[config.mk]
export PLATFORM = sky130hd
export DESIGN_NAME = psg_mix_sd_dac_flat
export DESIGN_NICKNAME = d
export VERILOG_FILES = /design/src/rtl/psg_mix_sd_dac_if.sv /design/src/rtl/psg_mix_sd_dac.sv /design/src/flat_wrapper.sv
export SDC_FILE = /design/constraint.sdc
export NUM_CORES = 1
export LEC_CHECK = 0
export BUFFER_PORTS_ARGS = -buffer_cell sky130_fd_sc_hd__buf_2
export CAP_MARGIN = 20
export CORE_AREA = 3 3 97 137
export CTS_BUF_LIST = sky130_fd_sc_hd__clkbuf_16
export DETAILED_ROUTE_END_ITERATION = 10
export DIE_AREA = 0 0 100 140
export GPL_ROUTABILITY_DRIVEN = 0
export HOLD_SLACK_MARGIN = 0.15
export SETUP_SLACK_MARGIN = 0.02
export SYNTH_ARGS = -nofsm -noshare
export SYNTH_HDL_FRONTEND = slang
export SYNTH_SLANG_ARGS = --single-unit
[constraint.sdc]
create_clock -name clk_sys -period 7.8 [get_ports clk_sys]
set_input_delay 1.17 -clock clk_sys [delete_from_list [all_inputs] [get_ports clk_sys]]
set_output_delay 1.17 -clock clk_sys [all_outputs]
set_load 0.005 [all_outputs]
[src/rtl/psg_mix_sd_dac_if.sv]
// Mixer control/data bundle for psg_mix_sd_dac; vol_l/vol_r exist only with PSG_MIX_VOLUME_EN.
interface psg_mix_sd_dac_if #(
    parameter int unsigned NCH = 3,
    parameter int unsigned IW  = 8
);
    localparam int unsigned OW = IW + $clog2(NCH);

    logic              ce_sample;
    logic [NCH*IW-1:0] ch_in;
    logic [2*NCH-1:0]  pan_map;
    logic [1:0]        mode;
    logic              clr_overrun;
`ifdef PSG_MIX_VOLUME_EN
    logic [3:0]        vol_l;
    logic [3:0]        vol_r;
`endif
    logic [OW-1:0]     mix_l;
    logic [OW-1:0]     mix_r;
    logic              mix_valid;
    logic              busy;
    logic              overrun;
    logic              dac_l;
    logic              dac_r;

`ifdef PSG_MIX_VOLUME_EN
    modport master (output ce_sample, ch_in, pan_map, mode, clr_overrun, vol_l, vol_r,
                    input  mix_l, mix_r, mix_valid, busy, overrun, dac_l, dac_r);
    modport slave  (input  ce_sample, ch_in, pan_map, mode, clr_overrun, vol_l, vol_r,
                    output mix_l, mix_r, mix_valid, busy, overrun, dac_l, dac_r);
`else
    modport master (output ce_sample, ch_in, pan_map, mode, clr_overrun,
                    input  mix_l, mix_r, mix_valid, busy, overrun, dac_l, dac_r);
    modport slave  (input  ce_sample, ch_in, pan_map, mode, clr_overrun,
                    output mix_l, mix_r, mix_valid, busy, overrun, dac_l, dac_r);
`endif
endinterface

[src/rtl/psg_mix_sd_dac.sv]
// N-channel sequential PSG stereo mixer with twin first-order sigma-delta DACs.
// Optional per-side volume scaling when PSG_MIX_VOLUME_EN is defined.
module psg_mix_sd_dac #(
    parameter int unsigned NCH = 3,
    parameter int unsigned IW  = 8
) (
    input logic             clk_sys,
    input logic             reset,
    psg_mix_sd_dac_if.slave bus
);
    localparam int unsigned OW   = IW + $clog2(NCH);
    localparam int unsigned IDXW = (NCH > 1) ? $clog2(NCH) : 1;

    typedef enum logic [1:0] {IDLE = 2'd0, ACC = 2'd1, VOL = 2'd2, DONE = 2'd3} state_t;

    state_t            state, state_nxt;
    logic [NCH*IW-1:0] ch_q, ch_nxt;
    logic [2*NCH-1:0]  pan_q, pan_nxt;
    logic [1:0]        mode_q, mode_nxt;
    logic [IDXW-1:0]   idx, idx_nxt;
    logic [OW-1:0]     acc_l, acc_r, acc_l_nxt, acc_r_nxt;
    logic [OW-1:0]     mix_l_nxt, mix_r_nxt;
    logic              mix_valid_nxt, overrun_nxt;
    logic [OW:0]       integ_l, integ_r;

    logic [IW-1:0]     sample_c;
    logic [1:0]        code_c;
    logic [OW-1:0]     acc_l_sum_c, acc_r_sum_c;
    logic              last_c;

    // Current channel contribution, with the mode applied to its pan code
    always_comb begin
        sample_c = ch_q[32'(idx) * IW +: IW];
        unique case (mode_q)
            2'b01:   code_c = pan_q[32'(idx) * 2 +: 2];
            2'b10:   code_c = {pan_q[32'(idx) * 2], pan_q[32'(idx) * 2 + 1]};
            default: code_c = 2'b11;
        endcase
        acc_l_sum_c = acc_l + (code_c[0] ? OW'(sample_c) : '0);
        acc_r_sum_c = acc_r + (code_c[1] ? OW'(sample_c) : '0);
        last_c      = (idx == IDXW'(NCH - 1));
    end

`ifdef PSG_MIX_VOLUME_EN
    logic [OW+4:0] scaled_l_c, scaled_r_c;

    always_comb begin
        scaled_l_c = (OW+5)'(acc_l) * (OW+5)'({1'b0, bus.vol_l} + 5'd1);
        scaled_r_c = (OW+5)'(acc_r) * (OW+5)'({1'b0, bus.vol_r} + 5'd1);
    end
`endif

    always_ff @(posedge clk_sys) begin
        if (reset) state <= IDLE;
        else       state <= state_nxt;
    end

    always_comb begin
        state_nxt = state;
        unique case (state)
            IDLE: if (bus.ce_sample) state_nxt = ACC;
`ifdef PSG_MIX_VOLUME_EN
            ACC:  if (last_c) state_nxt = VOL;
`else
            ACC:  if (last_c) state_nxt = DONE;
`endif
            VOL:  state_nxt = DONE;
            DONE: state_nxt = IDLE;
            default: state_nxt = IDLE;
        endcase
    end

    // Results are registered on entry to DONE so mix_valid coincides with the DONE cycle
    always_comb begin
        ch_nxt        = ch_q;
        pan_nxt       = pan_q;
        mode_nxt      = mode_q;
        idx_nxt       = idx;
        acc_l_nxt     = acc_l;
        acc_r_nxt     = acc_r;
        mix_l_nxt     = bus.mix_l;
        mix_r_nxt     = bus.mix_r;
        mix_valid_nxt = 1'b0;
        overrun_nxt   = (bus.ce_sample && state != IDLE) ? 1'b1
                      : (bus.clr_overrun ? 1'b0 : bus.overrun);
        unique case (state)
            IDLE: begin
                if (bus.ce_sample) begin
                    ch_nxt    = bus.ch_in;
                    pan_nxt   = bus.pan_map;
                    mode_nxt  = bus.mode;
                    acc_l_nxt = '0;
                    acc_r_nxt = '0;
                    idx_nxt   = '0;
                end
            end
            ACC: begin
                acc_l_nxt = acc_l_sum_c;
                acc_r_nxt = acc_r_sum_c;
                idx_nxt   = idx + IDXW'(1);
`ifndef PSG_MIX_VOLUME_EN
                if (last_c) begin
                    mix_l_nxt     = acc_l_sum_c;
                    mix_r_nxt     = acc_r_sum_c;
                    mix_valid_nxt = 1'b1;
                end
`endif
            end
            VOL: begin
`ifdef PSG_MIX_VOLUME_EN
                mix_l_nxt     = OW'(scaled_l_c >> 4);
                mix_r_nxt     = OW'(scaled_r_c >> 4);
                mix_valid_nxt = 1'b1;
`endif
            end
            default: ;
        endcase
    end

    always_ff @(posedge clk_sys) begin
        if (reset) begin
            ch_q          <= '0;
            pan_q         <= '0;
            mode_q        <= '0;
            idx           <= '0;
            acc_l         <= '0;
            acc_r         <= '0;
            bus.mix_l     <= '0;
            bus.mix_r     <= '0;
            bus.mix_valid <= 1'b0;
            bus.busy      <= 1'b0;
            bus.overrun   <= 1'b0;
        end else begin
            ch_q          <= ch_nxt;
            pan_q         <= pan_nxt;
            mode_q        <= mode_nxt;
            idx           <= idx_nxt;
            acc_l         <= acc_l_nxt;
            acc_r         <= acc_r_nxt;
            bus.mix_l     <= mix_l_nxt;
            bus.mix_r     <= mix_r_nxt;
            bus.mix_valid <= mix_valid_nxt;
            bus.busy      <= (state_nxt != IDLE);
            bus.overrun   <= overrun_nxt;
        end
    end

    // First-order sigma-delta: the carry out of the OW-bit accumulator is the bitstream
    always_ff @(posedge clk_sys) begin
        if (reset) begin
            integ_l   <= '0;
            integ_r   <= '0;
            bus.dac_l <= 1'b0;
            bus.dac_r <= 1'b0;
        end else begin
            integ_l   <= {1'b0, integ_l[OW-1:0]} + (OW+1)'(bus.mix_l);
            integ_r   <= {1'b0, integ_r[OW-1:0]} + (OW+1)'(bus.mix_r);
            bus.dac_l <= integ_l[OW];
            bus.dac_r <= integ_r[OW];
        end
    end
endmodule
[src/flat_wrapper.sv]
// flat-port wrapper written by rule: the top's interface ports become plain ports
module psg_mix_sd_dac_flat 
#(
    parameter int unsigned NCH = 3,
    parameter int unsigned IW  = 8
)
  (clk_sys, reset, bus_ce_sample, bus_ch_in, bus_pan_map, bus_mode, bus_clr_overrun, bus_mix_l, bus_mix_r, bus_mix_valid, bus_busy, bus_overrun, bus_dac_l, bus_dac_r);
  psg_mix_sd_dac_if #(.NCH(NCH), .IW(IW)) bus_i ();
  input logic clk_sys;
  input logic reset;
  input wire logic [$bits(bus_i.ce_sample)-1:0] bus_ce_sample;
  input wire logic [$bits(bus_i.ch_in)-1:0] bus_ch_in;
  input wire logic [$bits(bus_i.pan_map)-1:0] bus_pan_map;
  input wire logic [$bits(bus_i.mode)-1:0] bus_mode;
  input wire logic [$bits(bus_i.clr_overrun)-1:0] bus_clr_overrun;
  output wire logic [$bits(bus_i.mix_l)-1:0] bus_mix_l;
  output wire logic [$bits(bus_i.mix_r)-1:0] bus_mix_r;
  output wire logic [$bits(bus_i.mix_valid)-1:0] bus_mix_valid;
  output wire logic [$bits(bus_i.busy)-1:0] bus_busy;
  output wire logic [$bits(bus_i.overrun)-1:0] bus_overrun;
  output wire logic [$bits(bus_i.dac_l)-1:0] bus_dac_l;
  output wire logic [$bits(bus_i.dac_r)-1:0] bus_dac_r;
  assign bus_i.ce_sample = bus_ce_sample;
  assign bus_i.ch_in = bus_ch_in;
  assign bus_i.pan_map = bus_pan_map;
  assign bus_i.mode = bus_mode;
  assign bus_i.clr_overrun = bus_clr_overrun;
  assign bus_mix_l = bus_i.mix_l;
  assign bus_mix_r = bus_i.mix_r;
  assign bus_mix_valid = bus_i.mix_valid;
  assign bus_busy = bus_i.busy;
  assign bus_overrun = bus_i.overrun;
  assign bus_dac_l = bus_i.dac_l;
  assign bus_dac_r = bus_i.dac_r;
  psg_mix_sd_dac #(.NCH(NCH), .IW(IW)) u_core (.clk_sys(clk_sys), .reset(reset), .bus(bus_i));
endmodule
==> out/summary.md, run 1 <==
The average wire per standard cell works out to 14.62 um. The final routed DRC violation total was 0; the top-level port count was 61. The longest clock path from root to sink contains 2 buffers. The number of cells produced by synthesis was 666. The tools report the post-CTS setup buffer count as 0. The number of DRC markers in iteration 0 is 165, and the proportion of netlist area held by the largest area contributor is 0.3789.

Clock latency on the worst-skew pair, taken at its later pin, is 340 ps. In the final layout, the multi-input gates occupy 3152 sq um. TritonCTS built the clock tree.

The final core utilization came out at 0.4998. The worst setup path category is flop to flop. STA classifies the critical path endpoint as a flop.

Clock tree synthesis inserted a total of 9 buffers. The tightest slew margin relative to the limit is 0.3226, and the number of hold violations in the final report is 0. Setup violations remaining at the end of the flow were counted as 0. The number of synthesized register bits came out at 103. At the pin with the least slew margin, the transition time is 1014 ps. The tools report the critical path data required time as 8030 ps. For the worst setup path, the data arrival time is 3960 ps. The run finished with clean final reports. The tools report the number of global-route vias before repair as 4,448. The logs give 0 ps for the setup TNS after final layout and 0.4463 for the effective utilization at floorplan.

Among all flip-flop cells after synthesis, the most frequent one is sky130_fd_sc_hd__dfxtp_1. The width of the chip is 100 um. The tools report the number of hold buffers added after cts as 0. The netlist uses 47 different library cells.

Max-cap violations in this run came to 0. The min-delay analysis places its worst path in the category flop to flop. The maximum clock rate came out at 268.5 MHz. The residual overflow from global routing is 0, and the CTS clock-pin slew for the worst setup and hold paths is 70 ps. Compared with the post-synthesis result, the final layout area differs by 11.98%. The net count after synthesis was 747; the share of the clock period used by the worst path was 0.4774. For this design the ratio of total power to cell area is 181.1 nW/um^2.

The synthesized design spends more area on one cell type than any other, namely sky130_fd_sc_hd__dfxtp_1. Yosys instantiated no cell more often than sky130_fd_sc_hd__nand2_1. After detailed routing, the number of vias per cell comes to 5.404. Quantity of gates resized following cts: 0.

Sorting the synthesized cells by how often they occur yields sky130_fd_sc_hd__nand2_1, sky130_fd_sc_hd__dfxtp_1, sky130_fd_sc_hd__a21oi_1. The final max-slew violation count was 0; the first-pass GRT wire length was 21.11 mm. IR analysis of the VDD net gives a maximum drop of 0.1123 mV.

The share of post-route cells with drive strength above 1 was 0.1210; the number of iterations in the first detailed-routing pass was 4. Counting I/O delays and the setup requirement, the final critical path takes 3724 ps. Entering global routing, the biggest net connects 64 pins.

The mean area per synthesized cell was 8.170 sq um; the number of clock sinks was 103. After synthesis, the cell types taking the most area are sky130_fd_sc_hd__dfxtp_1, sky130_fd_sc_hd__ha_1, sky130_fd_sc_hd__nand2_1. The number of diodes is 0, and the number of buffer cells added on primary ports is 60. Counting flops with a built-in enable in the synthesized netlist gives 0. The sequential share of the synthesized area was 0.3789.

Setup repair after global routing left no endpoint under its margin. Detailed placement finished with a half-perimeter wire length of 9.479 mm. The run gives 0 as the total number of yosys warnings.

The net count of the finished layout is 788. The logs give 5.319 ps for the clock skew and 0 for the number of nets with antenna violations after routing. The total detailed-routing wirelength was 12.59 mm. Overall global routing resource usage: 0.1836. The number of H-tree levels was 3; the sequential cell area was 2062 sq um. The total area inside the core boundary comes to 12,190 sq um. Master cell of the clock root buffer: sky130_fd_sc_hd__clkbuf_16. The routed layout has 4,653 vias. The total die area was 14,000 sq um. The post-synthesis async set-or-reset flop share was 0.

The tools report the initial antenna violation count as 0. The chip height works out to 140 um. The number of fillers in the final layout came out at 1,233. STA classifies the critical path startpoint as a flop. Summing every instance area after synthesis gives 5441 sq um. Along the worst path, the maximum fanout reaches 13.

The number of placement rows is 48. The analysis attributes to cell leakage a power of 0.002580 uW.
==> power by group <==
group          switching, uW  internal, uW  leakage, uW
sequential              13.5           544     0.000836
clock                    194           213     0.000127
combinational           87.4          51.1      0.00162
total                    295           808      0.00258
==> critical path, stage by stage, from the launching register on <==
cell,delay (ps)
sky130_fd_sc_hd__dfxtp_1,740
sky130_fd_sc_hd__nor2b_1,310
sky130_fd_sc_hd__o2bb2ai_1,250
sky130_fd_sc_hd__a221oi_2,540
sky130_fd_sc_hd__and2b_1,260
sky130_fd_sc_hd__ha_1,320
sky130_fd_sc_hd__nor2b_1,160
sky130_fd_sc_hd__o31a_1,270
sky130_fd_sc_hd__o21a_1,210
sky130_fd_sc_hd__or3_1,300
sky130_fd_sc_hd__a32o_1,240
==> metal layers <==
metal | wire (um) | up-vias | share of wire | track usage
met3 | 400 | 18 | 0.032 | 0.03239
met1 | 5567 | 2151 | 0.44 | 0.2227
met5 | 0 | - | 0 | 0
met4 | 255 | 0 | 0.020 | 0.06600
li1 | - | 2398 | - | -
met2 | 6361 | 86 | 0.51 | 0.3222
==> flip-flops by register name, indices dropped and copies added (netlist names), 2 cells and up <==
signal / cells
u_core.bus.mix_r: 10
u_core.mode_q: 2
u_core.acc_r: 10
u_core.idx: 2
u_core.state: 2
u_core.pan_q: 6
u_core.ch_q: 24
u_core.acc_l: 10
u_core.integ_r: 11
u_core.integ_l: 11
u_core.bus.mix_l: 10
==> logic make-up (layout without fill, tap and decap cells) <==
| family | Yosys count | in the layout | synth area share |
|---|---|---|---|
| xor gates and xnor gates | 18 | 18 | 0.02897 |
| DFF | 103 | 103 | 0.3789 |
| and+or+nand+nor | 258 | 258 | 0.2150 |
| adders and majority gates | 45 | 45 | 0.1090 |
| muxes | 14 | 14 | 0.02621 |
| AOI/OAI and AO/OA | 173 | 173 | 0.2000 |
| buffers and inverters | 55 | 100 | 0.04185 |
==> layout by cell type, fill, tap and decap left out, drive strengths merged, types with 5 or more instances in the layout <==
cell    count
o211ai      6
o21a        8
a22oi       5
nor3       12
xnor2       5
and2        7
mux2i      12
nor4b       8
inv        22
ha         41
nand2     121
a21o        6
nor2b      26
nor2       57
xor2       13
a22o        5
a21oi      73
a211oi     14
buf        63
nand3      10
o21ai      30
dfxtp     103
clkbuf      9
==> through the flow <==
step	cells	power [uW]	instance area, sq um	setup slack, ps	hold slack [ps]
after floorplan	666	666.3	5441	4794	413.8
after global placement	845	702.6	5802	4240	423.6
after detailed placement	845	705.5	5802	4097	424.7
after CTS	860	1113	6066	4088	440.4
after global routing	861	1158	6093	3844	457.2
final	861	1103	6093	4076	438.0
==> worst paths after layout <==
path,startpoint,end,slack [ps],cells past startpoint
max reg2reg,u_core.idx[1]$_SDFFE_PP0P_,u_core.acc_r[6]$_SDFFE_PP0P_,4080,10
min reg2reg,u_core.integ_r[10]$_SDFF_PP0_,u_core.bus.dac_r$_SDFF_PP0_,440,1
min,u_core.integ_r[10]$_SDFF_PP0_,u_core.bus.dac_r$_SDFF_PP0_,440,1
max,u_core.idx[1]$_SDFFE_PP0P_,u_core.acc_r[6]$_SDFFE_PP0P_,4080,10
==> cell type report <==
| cell class | count | share of cell area |
|---|---|---|
| Clock buffer | 9 | 0.03696 |
| Multi-Input combinational cell | 508 | 0.5172 |
| Tap cell | 150 | 0.03080 |
| Sequential cell | 103 | 0.3384 |
| Clock inverter | 6 | 0.006366 |
| Inverter | 22 | 0.01355 |
| Timing Repair Buffer | 63 | 0.05667 |
(Power assumes the default switching activity.)
==> inputs of run 2 (changes only) <==
--- a/config.mk
+++ b/config.mk
@@ -5,12 +5,13 @@
 export SDC_FILE = /design/constraint.sdc
 export NUM_CORES = 1
 export LEC_CHECK = 0
+export ABC_AREA = 1
 export BUFFER_PORTS_ARGS = -buffer_cell sky130_fd_sc_hd__buf_2
 export CAP_MARGIN = 20
-export CORE_AREA = 3 3 97 137
+export CORE_AREA = 3 3 99 139
 export CTS_BUF_LIST = sky130_fd_sc_hd__clkbuf_16
 export DETAILED_ROUTE_END_ITERATION = 10
-export DIE_AREA = 0 0 100 140
+export DIE_AREA = 0 0 102 142
 export GPL_ROUTABILITY_DRIVEN = 0
 export HOLD_SLACK_MARGIN = 0.15
 export SETUP_SLACK_MARGIN = 0.02
==> constraint.sdc (replaced) <==
create_clock -name clk_sys -period 3.5 [get_ports clk_sys]
set_input_delay 0.525 -clock clk_sys [delete_from_list [all_inputs] [get_ports clk_sys]]
set_output_delay 0.525 -clock clk_sys [all_outputs]
set_load 0.005 [all_outputs]
==> run 2 against run 1 <==
  * Final cell count rose by 19%
  * Core utilization barely moved
  * Worst setup slack got worse by 3300 ps
  * Sequential power rose by 130%
  * Area after synthesis rose by 4.3%
  * First-iteration DRC count fell by 1.2%
  * Worst hold slack got worse by 30 ps
  * Power rose by 150%
  * Critical endpoint is now u_core.bus.mix_r[6]$_SDFFE_PP0P_
  * Via count rose by 9.2%
  * Non-clock buffer count rose by 1
  * Clock power rose to 2.6 times the previous value
  * Register-to-register slack got worse by 3300 ps
==> out/summary.md, run 2 <==
The run finished with clean final reports. The tools report the destination of the worst register-to-register timing path as u_core.bus.mix_r[6]$_SDFFE_PP0P_. The run gives 0.3632 as the sequential share of the synthesized area. At the later pin of the worst-skew pair, clock insertion delay measures 340 ps. The logs give 103 for the number of clock sinks and 0.003155 uW for the static leakage. Net count after synthesis: 904. Counting instances in the post-synthesis netlist gives the leading cell types as sky130_fd_sc_hd__nand2_1, sky130_fd_sc_hd__nor2_1, sky130_fd_sc_hd__dfxtp_1. Dividing the detail-routed via count by the number of cells gives 4.945. The tools report the number of hold violations in the final report as 0. Share of post-route cells with drive strength above 1: 0.1143.

The number of antenna diodes in the final layout is 0. Counting tap cells, the placed design contains a total of 1,013 instances. After the first detailed-routing iteration, the DRC count stood at 163. The residual overflow from global routing is 0. After detailed placement, the total cell area comes to 6058 sq um. For the top-level port count, the log shows 61. Setup violations remaining at the end of the flow were counted as 0.

Summing over every cut layer, the via total after detailed routing is 5,083. The proportion of netlist area held by the largest area contributor works out to 0.3632. After routing the design area is 6369 sq um. The setup TNS after final layout was 0 ps. The final core utilization is 0.4994.

After detailed routing, the number of remaining DRC violations is 0. The origin of the worst setup path is u_core.idx[1]$_SDFFE_PP0P_. After detailed routing, the average wire length per cell comes to 12.54 um.

At the pin with the least slew margin, the transition time is 839.0 ps. Counting every instance in the synthesized netlist gives 823. The share of the clock period used by the worst path is 0.7768, and the width of the chip is 102 um. Dividing total power by cell area gives a power density of 431.2 nW/um^2. The final max-slew violation count came out at 0. The logs give 0 for the quantity of gates resized following cts and 38 for the count of unique library cells instantiated by Yosys. The logic depth of the worst register-to-register path is 17.

Clock skew on the completed layout was measured at 7.376 ps. The worst setup path is of the flop to flop kind. Counting flops per register, the top entry is u_core.ch_q. In this run the vertical extent of the chip is 142 um. Setup repair after global routing left no endpoint under its margin. STA classifies the critical path endpoint as a flop.

Following the worst setup path forward leads to its endpoint at u_core.bus.mix_r[6]$_SDFFE_PP0P_. The tightest slew margin relative to the limit was 0.4400. Post-synthesis async set-or-reset flop share: 0. For this run, the number of standard cells in the final layout without fillers is 1,028. The number of buffer cells added on primary ports was 60.

The number of synthesized register bits was 103. In this run the critical register-to-register path is launched from u_core.idx[1]$_SDFFE_PP0P_. After the last flow step, the layout net total stands at 952. The tools report the maximum clock rate as 367.8 MHz. Signal arrival time at the worst endpoint: 2960 ps. The total number of yosys warnings was 0. For the initial antenna violation count, the log shows 0. For the met2 layer wire length in the routed design, the log shows 6.539 mm. The top layer used by detailed routing was met4. Type of element launching the critical path: a flop. The run gives 461 um as the wire length on met3. The flip-flop count of the largest register after layout works out to 24. The floorplan has 49 rows.

The library cells used most frequently in the layout, excluding fill and tap cells, are sky130_fd_sc_hd__nand2_1, sky130_fd_sc_hd__nor2_1, sky130_fd_sc_hd__dfxtp_1. Most common cell after layout, fill and taps aside: sky130_fd_sc_hd__nand2_1. The largest registers in the layout are u_core.ch_q (24), u_core.integ_l (11), u_core.integ_r (11). The pre-antenna-repair detailed-routing pass consisted of 4 iterations.

The number of global-route vias before repair came out at 4,958. Clock-pin slew was measured on the worst setup and hold paths at 70 ps. The H-tree generated during clock tree synthesis spans 3 levels. The wire-length estimate of the detail-placed layout is 9.888 mm.

Critical-path maximum fanout: 12. The worst setup timing slack at the placement stage was 791.4 ps. By area the synthesized netlist is led by sky130_fd_sc_hd__dfxtp_1, sky130_fd_sc_hd__nand2_1, sky130_fd_sc_hd__nor2_1. The core region is 12,750 sq um. The number of hold buffers added after cts came out at 0. Entering global routing, the biggest net connects 47 pins. Summed over all instances, the cell type with the most area after synthesis is sky130_fd_sc_hd__dfxtp_1. sky130_fd_sc_hd__nand2_1 is the most common cell in the netlist. In the final routing, the length of wire on met1 measures 5.708 mm.

The overall global routing resource usage is 0.1876. IR analysis of the VDD net gives a maximum drop of 0.2333 mV. For the number of buffers created by CTS, the log shows 9. The synthesized design contains 0 enable-type register cells.

The first-pass GRT wire length is 22.06 mm, and the critical path data required time is 3740 ps. The tools report the internal reg-to-reg setup slack as 780 ps. The max-cap violation count is 0, and the number of buffers on the longest clock path is 2. In this run the post-CTS setup repair buffer count came out at 0. TritonCTS built the clock tree.

The path class of the tightest hold or removal check is flop to flop. After detailed routing, the total wire length is 12.90 mm. In the synthesized netlist the dominant register cell turns out to be sky130_fd_sc_hd__dfxtp_1.

The total die area came out at 14,480 sq um. After synthesis the cells add up to 5677 sq um. Setup slack closes at 781.2 ps. The clock period could shrink to 2719 ps. The effective utilization at floorplan came out at 0.4452. In this run the remaining antenna-violating nets after routing total 0. Mean area per synthesized cell: 6.898 sq um. Master cell of the clock root buffer: sky130_fd_sc_hd__clkbuf_16. From synthesis to final layout, the design area changed by 12.19%.
## run 2: power breakdown
part,total (uW),switching (uW),internal [uW]
clock network,1050,433,622
registers,1260,36.5,1230
logic,430,279,150
total,2750,749,2000
## run 2: how the worst min path moves through the flow
stage / startpoint / endpoint / slack, ps / depth (start not counted)
detailed placement: u_core.integ_l[10]$_SDFF_PP0_ / u_core.bus.dac_l$_SDFF_PP0_ / 400 / 2
CTS: bus_pan_map[4] / u_core.pan_q[4]$_SDFFE_PP0P_ / 410 / 3
global placement: u_core.integ_r[10]$_SDFF_PP0_ / u_core.bus.dac_r$_SDFF_PP0_ / 390 / 2
floorplan: u_core.integ_l[10]$_SDFF_PP0_ / u_core.bus.dac_l$_SDFF_PP0_ / 390 / 2
finish: u_core.integ_l[10]$_SDFF_PP0_ / u_core.bus.dac_l$_SDFF_PP0_ / 410 / 2
global route: u_core.integ_r[10]$_SDFF_PP0_ / u_core.bus.dac_r$_SDFF_PP0_ / 430 / 2
## run 2: kinds of logic (layout without fill, tap and decap cells)
group	Yosys count	after routing	share of synthesized area
AO/OA/AOI/OAI	165	165	0.1605
XOR/XNOR	8	8	0.01234
adder cells (fa/ha/maj)	45	45	0.1045
buffers and inverters	134	186	0.09588
flip-flops	103	103	0.3632
AND/OR/NAND/NOR	368	368	0.2636
## run 2: cell type report
cell class | instances | area [sq um]
Timing Repair Buffer | 64 | 330.3
Sequential cell | 103 | 2062
Inverter | 107 | 404.1
Clock buffer | 9 | 225.2
Tap cell | 153 | 191.4
Fill cell | 1286 | 6384
Multi-Input combinational cell | 586 | 3070
Clock inverter | 6 | 85.08
## run 2: critical path, cell delays in order, from the launching register on
cell	delay (ps)
sky130_fd_sc_hd__dfxtp_1	430
sky130_fd_sc_hd__inv_1	260
sky130_fd_sc_hd__o21ai_1	110
sky130_fd_sc_hd__o21ai_1	170
sky130_fd_sc_hd__nand2_1	90
sky130_fd_sc_hd__nand3_2	150
sky130_fd_sc_hd__nand2_1	70
sky130_fd_sc_hd__inv_1	60
sky130_fd_sc_hd__ha_1	150
sky130_fd_sc_hd__inv_1	70
sky130_fd_sc_hd__fa_1	410
sky130_fd_sc_hd__o21ai_2	220
sky130_fd_sc_hd__nand2_1	100
sky130_fd_sc_hd__nand2_1	70
sky130_fd_sc_hd__nand2_1	60
sky130_fd_sc_hd__nand2_1	60
sky130_fd_sc_hd__a21o_1	100
sky130_fd_sc_hd__inv_1	30
## run 2: layer usage
metal	track usage	vias up
li1	-	2724
met1	0.2233	2252
met2	0.3364	94
met3	0.02845	13
met4	0.06773	0
met5	0	-
## run 2: stage by stage
stage / hold WS [ps] / total power (uW)
after floorplan: 388.3 / 1604
final: 408.3 / 2746
after global routing: 432.1 / 2892
after detailed placement: 400.4 / 1721
after global placement: 392.1 / 1712
after CTS: 411.9 / 2787
==> inputs of run 3 (changes only) <==
--- a/config.mk
+++ b/config.mk
@@ -5,15 +5,16 @@
 export SDC_FILE = /design/constraint.sdc
 export NUM_CORES = 1
 export LEC_CHECK = 0
-export ABC_AREA = 1
+export ABC_AREA = 0
 export BUFFER_PORTS_ARGS = -buffer_cell sky130_fd_sc_hd__buf_2
 export CAP_MARGIN = 20
-export CORE_AREA = 3 3 99 139
+export CORE_AREA = 3 3 97 137
 export CTS_BUF_LIST = sky130_fd_sc_hd__clkbuf_16
 export DETAILED_ROUTE_END_ITERATION = 10
-export DIE_AREA = 0 0 102 142
+export DIE_AREA = 0 0 100 140
 export GPL_ROUTABILITY_DRIVEN = 0
 export HOLD_SLACK_MARGIN = 0.15
+export PLACE_DENSITY = 0.65
 export SETUP_SLACK_MARGIN = 0.02
 export SYNTH_ARGS = -nofsm -noshare
 export SYNTH_HDL_FRONTEND = slang
==> constraint.sdc (replaced) <==
create_clock -name clk_sys -period 2.5 [get_ports clk_sys]
set_input_delay 0.375 -clock clk_sys [delete_from_list [all_inputs] [get_ports clk_sys]]
set_output_delay 0.375 -clock clk_sys [all_outputs]
set_load 0.005 [all_outputs]
==> run 3 against run 2 <==
  * Sequential share of layout area down 2.0 points
  * Highest routed layer unchanged
  * Worst setup slack worse by 1100 ps
  * Non-clock buffer count up 57
  * The run now ends with negative setup slack left
  * First-iteration DRC count is 0.61% lower
  * Via count is 3.8% lower
==> out/summary.md, run 3 (same netlist as run 1, synthesis figures left out) <==
Across the VDD grid, the largest voltage drop is 0.3608 mV. For this run, the detailed router's first-pass iteration total came to 4. The worst setup path is captured at a flop. The first-pass GRT wire length was 22.55 mm; the final cell count without fillers was 920. For the number of buffers created by CTS, the log shows 9. After detailed routing, the number of vias per cell comes to 5.317. The signal arrival time at the worst endpoint is 3070 ps. Initial antenna violation count: 0. Setup violations remaining at the end of the flow were counted as 20. The number of buffers and inverters on the critical path works out to 1. The placeable core region is 12,190 sq um. The master cell of the clock root buffer is sky130_fd_sc_hd__clkbuf_16. Most common cell after layout, fill and taps aside: sky130_fd_sc_hd__nand2_1.

From synthesis to final layout, the design area changed by 25.04%. The number of hold buffers added after cts was 0; the number of buffers on the longest clock path was 2. 0 antenna diodes ended up in the layout.

CTS saw 103 sinks. For this run, design rule violations remaining after detail routing come to 0. The final worst slack was -338.8 ps; the number of nets with antenna violations after routing was 0. The logs give 0 for the number of hold violations in the final report and 0 for the final max-slew violation count. The die is 140 um tall. The final reports fail on negative setup slack.

The worst setup path is launched from a flop. The average wire per standard cell is 14.23 um, and the number of placement rows is 48. The total die area is 14,000 sq um. The overall global routing resource usage came out at 0.1949. Wires add up to 13.09 mm. Top register by number of flip-flops: u_core.ch_q.

The detailed router finished its first iteration with 162 violations. Entering global routing, the biggest net connects 45 pins. In the layout the commonest cells are sky130_fd_sc_hd__nand2_1, sky130_fd_sc_hd__dfxtp_1, sky130_fd_sc_hd__a21oi_1.

TritonCTS built the clock tree. The worst path needs 2839 ps of the cycle, external delays included. The largest registers in the layout are u_core.ch_q (24), u_core.integ_l (11), u_core.integ_r (11).

The top-level port count is 61. The H-tree generated during clock tree synthesis spans 3 levels. The maximum clock rate came out at 352.3 MHz.

The final core utilization came out at 0.5581. Along the worst path, the maximum fanout reaches 8. For this design the static power due to leakage is 0.002938 uW. The tightest min-delay check is of the input pin to flop type. Traced cell by cell, the critical path runs through mux2i_1, o2bb2ai_2, a221oi_4, buf_6, and2b_1, ha_4, nor2b_4, o31a_1, o21a_1, or3_1, a32o_1.

The tools report the insertion delay to the later sink of the worst-skew pair as 350 ps. The die is 100 um wide. The tightest slew margin relative to the limit is 0.6883. The tools report the critical path data required time as 2730 ps.

Fill cells in the final layout number 1,153. The half-perimeter wire length after placement was 9.891 mm. Buffers placed on the I/O ports in this run total 60. The run gives 0.4463 as the effective utilization at floorplan. Across the routed clock network, the largest skew measured is 7.531 ps. The setup check on the worst reg-to-reg path leaves a slack of -340 ps. The share of the clock period used by the worst path was 1.136; the flip-flop count of the largest register after layout was 24. The number of vias in the routed layout is 4,892, and the share of post-route cells with drive strength above 1 is 0.2338. Number of global-route vias before repair: 4,934. The actual transition at the worst max-transition pin is 464.7 ps, and the total power per unit cell area is 556.3 nW/um^2. Setup repair after global routing could not meet its margin everywhere.

Across the run, the number of max-cap violations was 0. Clock-pin slew was measured on the worst setup and hold paths at 70 ps. Once placement completed, the tool counted placed cells totaling 899.

Grouping stages by cell kind, the critical path spends the most delay in compound AO/OA/AOI/OAI gates. The flow ran to the end, but the final reports show violations. The run gives 846 as the number of nets in the finished design. The maximum cell stage delay along the critical path is 380 ps. The slowest stage of the critical path belongs to the cell sky130_fd_sc_hd__dfxtp_4. The run gives 0 as the residual overflow from global routing. The worst setup path category is flop to flop.
[run 3: path summary, 6_finish.rpt]
| check | start | endpoint | depth (start not counted) |
|---|---|---|---|
| max reg2reg | u_core.idx[1]$_SDFFE_PP0P_ | u_core.acc_r[6]$_SDFFE_PP0P_ | 11 |
| min reg2reg | u_core.integ_r[10]$_SDFF_PP0_ | u_core.bus.dac_r$_SDFF_PP0_ | 1 |
| min | bus_ch_in[4] | u_core.ch_q[4]$_SDFFE_PP0P_ | 3 |
| max | u_core.idx[1]$_SDFFE_PP0P_ | u_core.acc_r[6]$_SDFFE_PP0P_ | 11 |
[run 3: per-layer routing]
layer | GRT usage | share of wire | vias up
met3 | 0.02890 | 0.033 | 19
li1 | - | - | 2512
met1 | 0.2299 | 0.42 | 2279
met4 | 0.07381 | 0.026 | 0
met2 | 0.3514 | 0.52 | 82
met5 | 0 | 0 | -
[run 3: what timing repair did]
item,CTS,global route
resized for setup,22,3
endpoints found under the setup margin,28,32
pin swaps,23,4
buffers inserted,6,0
[run 3: metrics by stage]
| step | setup TNS (ps) | instance area, sq um | total power [uW] | setup WS [ps] | hold WS [ps] |
|---|---|---|---|---|---|
| after floorplan | -2159 | 5569 | 2112 | -345.4 | 413.8 |
| after global placement | -4376 | 6322 | 2290 | -371.6 | 427.6 |
| after detailed placement | -5942 | 6322 | 2308 | -436.9 | 426.8 |
| after CTS | -4137 | 6798 | 3820 | -338.1 | 254.6 |
| after global routing | -7885 | 6804 | 3959 | -428.3 | 267.0 |
| final | -3780 | 6804 | 3785 | -338.8 | 262.7 |
[run 3: layout make-up]
cell class                      instances  area (sq um)  share of cell area
Inverter                               22         82.58             0.01214
Sequential cell                       103          2067              0.3038
Timing Repair Buffer                  121         775.7              0.1140
Tap cell                              150         187.7             0.02758
Multi-Input combinational cell        508          3377              0.4963
Clock buffer                            9         225.2             0.03310
Clock inverter                          7         88.84             0.01306
[run 3: power by group]
part | internal, uW | leakage, uW | switching (uW)
registers | 1700 | 0.000837 | 35.7
clock network | 870 | 0.000154 | 611
logic | 251 | 0.00195 | 321
[run 3: worst register-to-register path, cell delays in order (launching register included)]
cell	delay (ps)
sky130_fd_sc_hd__dfxtp_4	380
sky130_fd_sc_hd__mux2i_1	220
sky130_fd_sc_hd__o2bb2ai_2	120
sky130_fd_sc_hd__a221oi_4	280
sky130_fd_sc_hd__buf_6	160
sky130_fd_sc_hd__and2b_1	210
sky130_fd_sc_hd__ha_4	220
sky130_fd_sc_hd__nor2b_4	120
sky130_fd_sc_hd__o31a_1	280
sky130_fd_sc_hd__o21a_1	190
sky130_fd_sc_hd__or3_1	300
sky130_fd_sc_hd__a32o_1	250
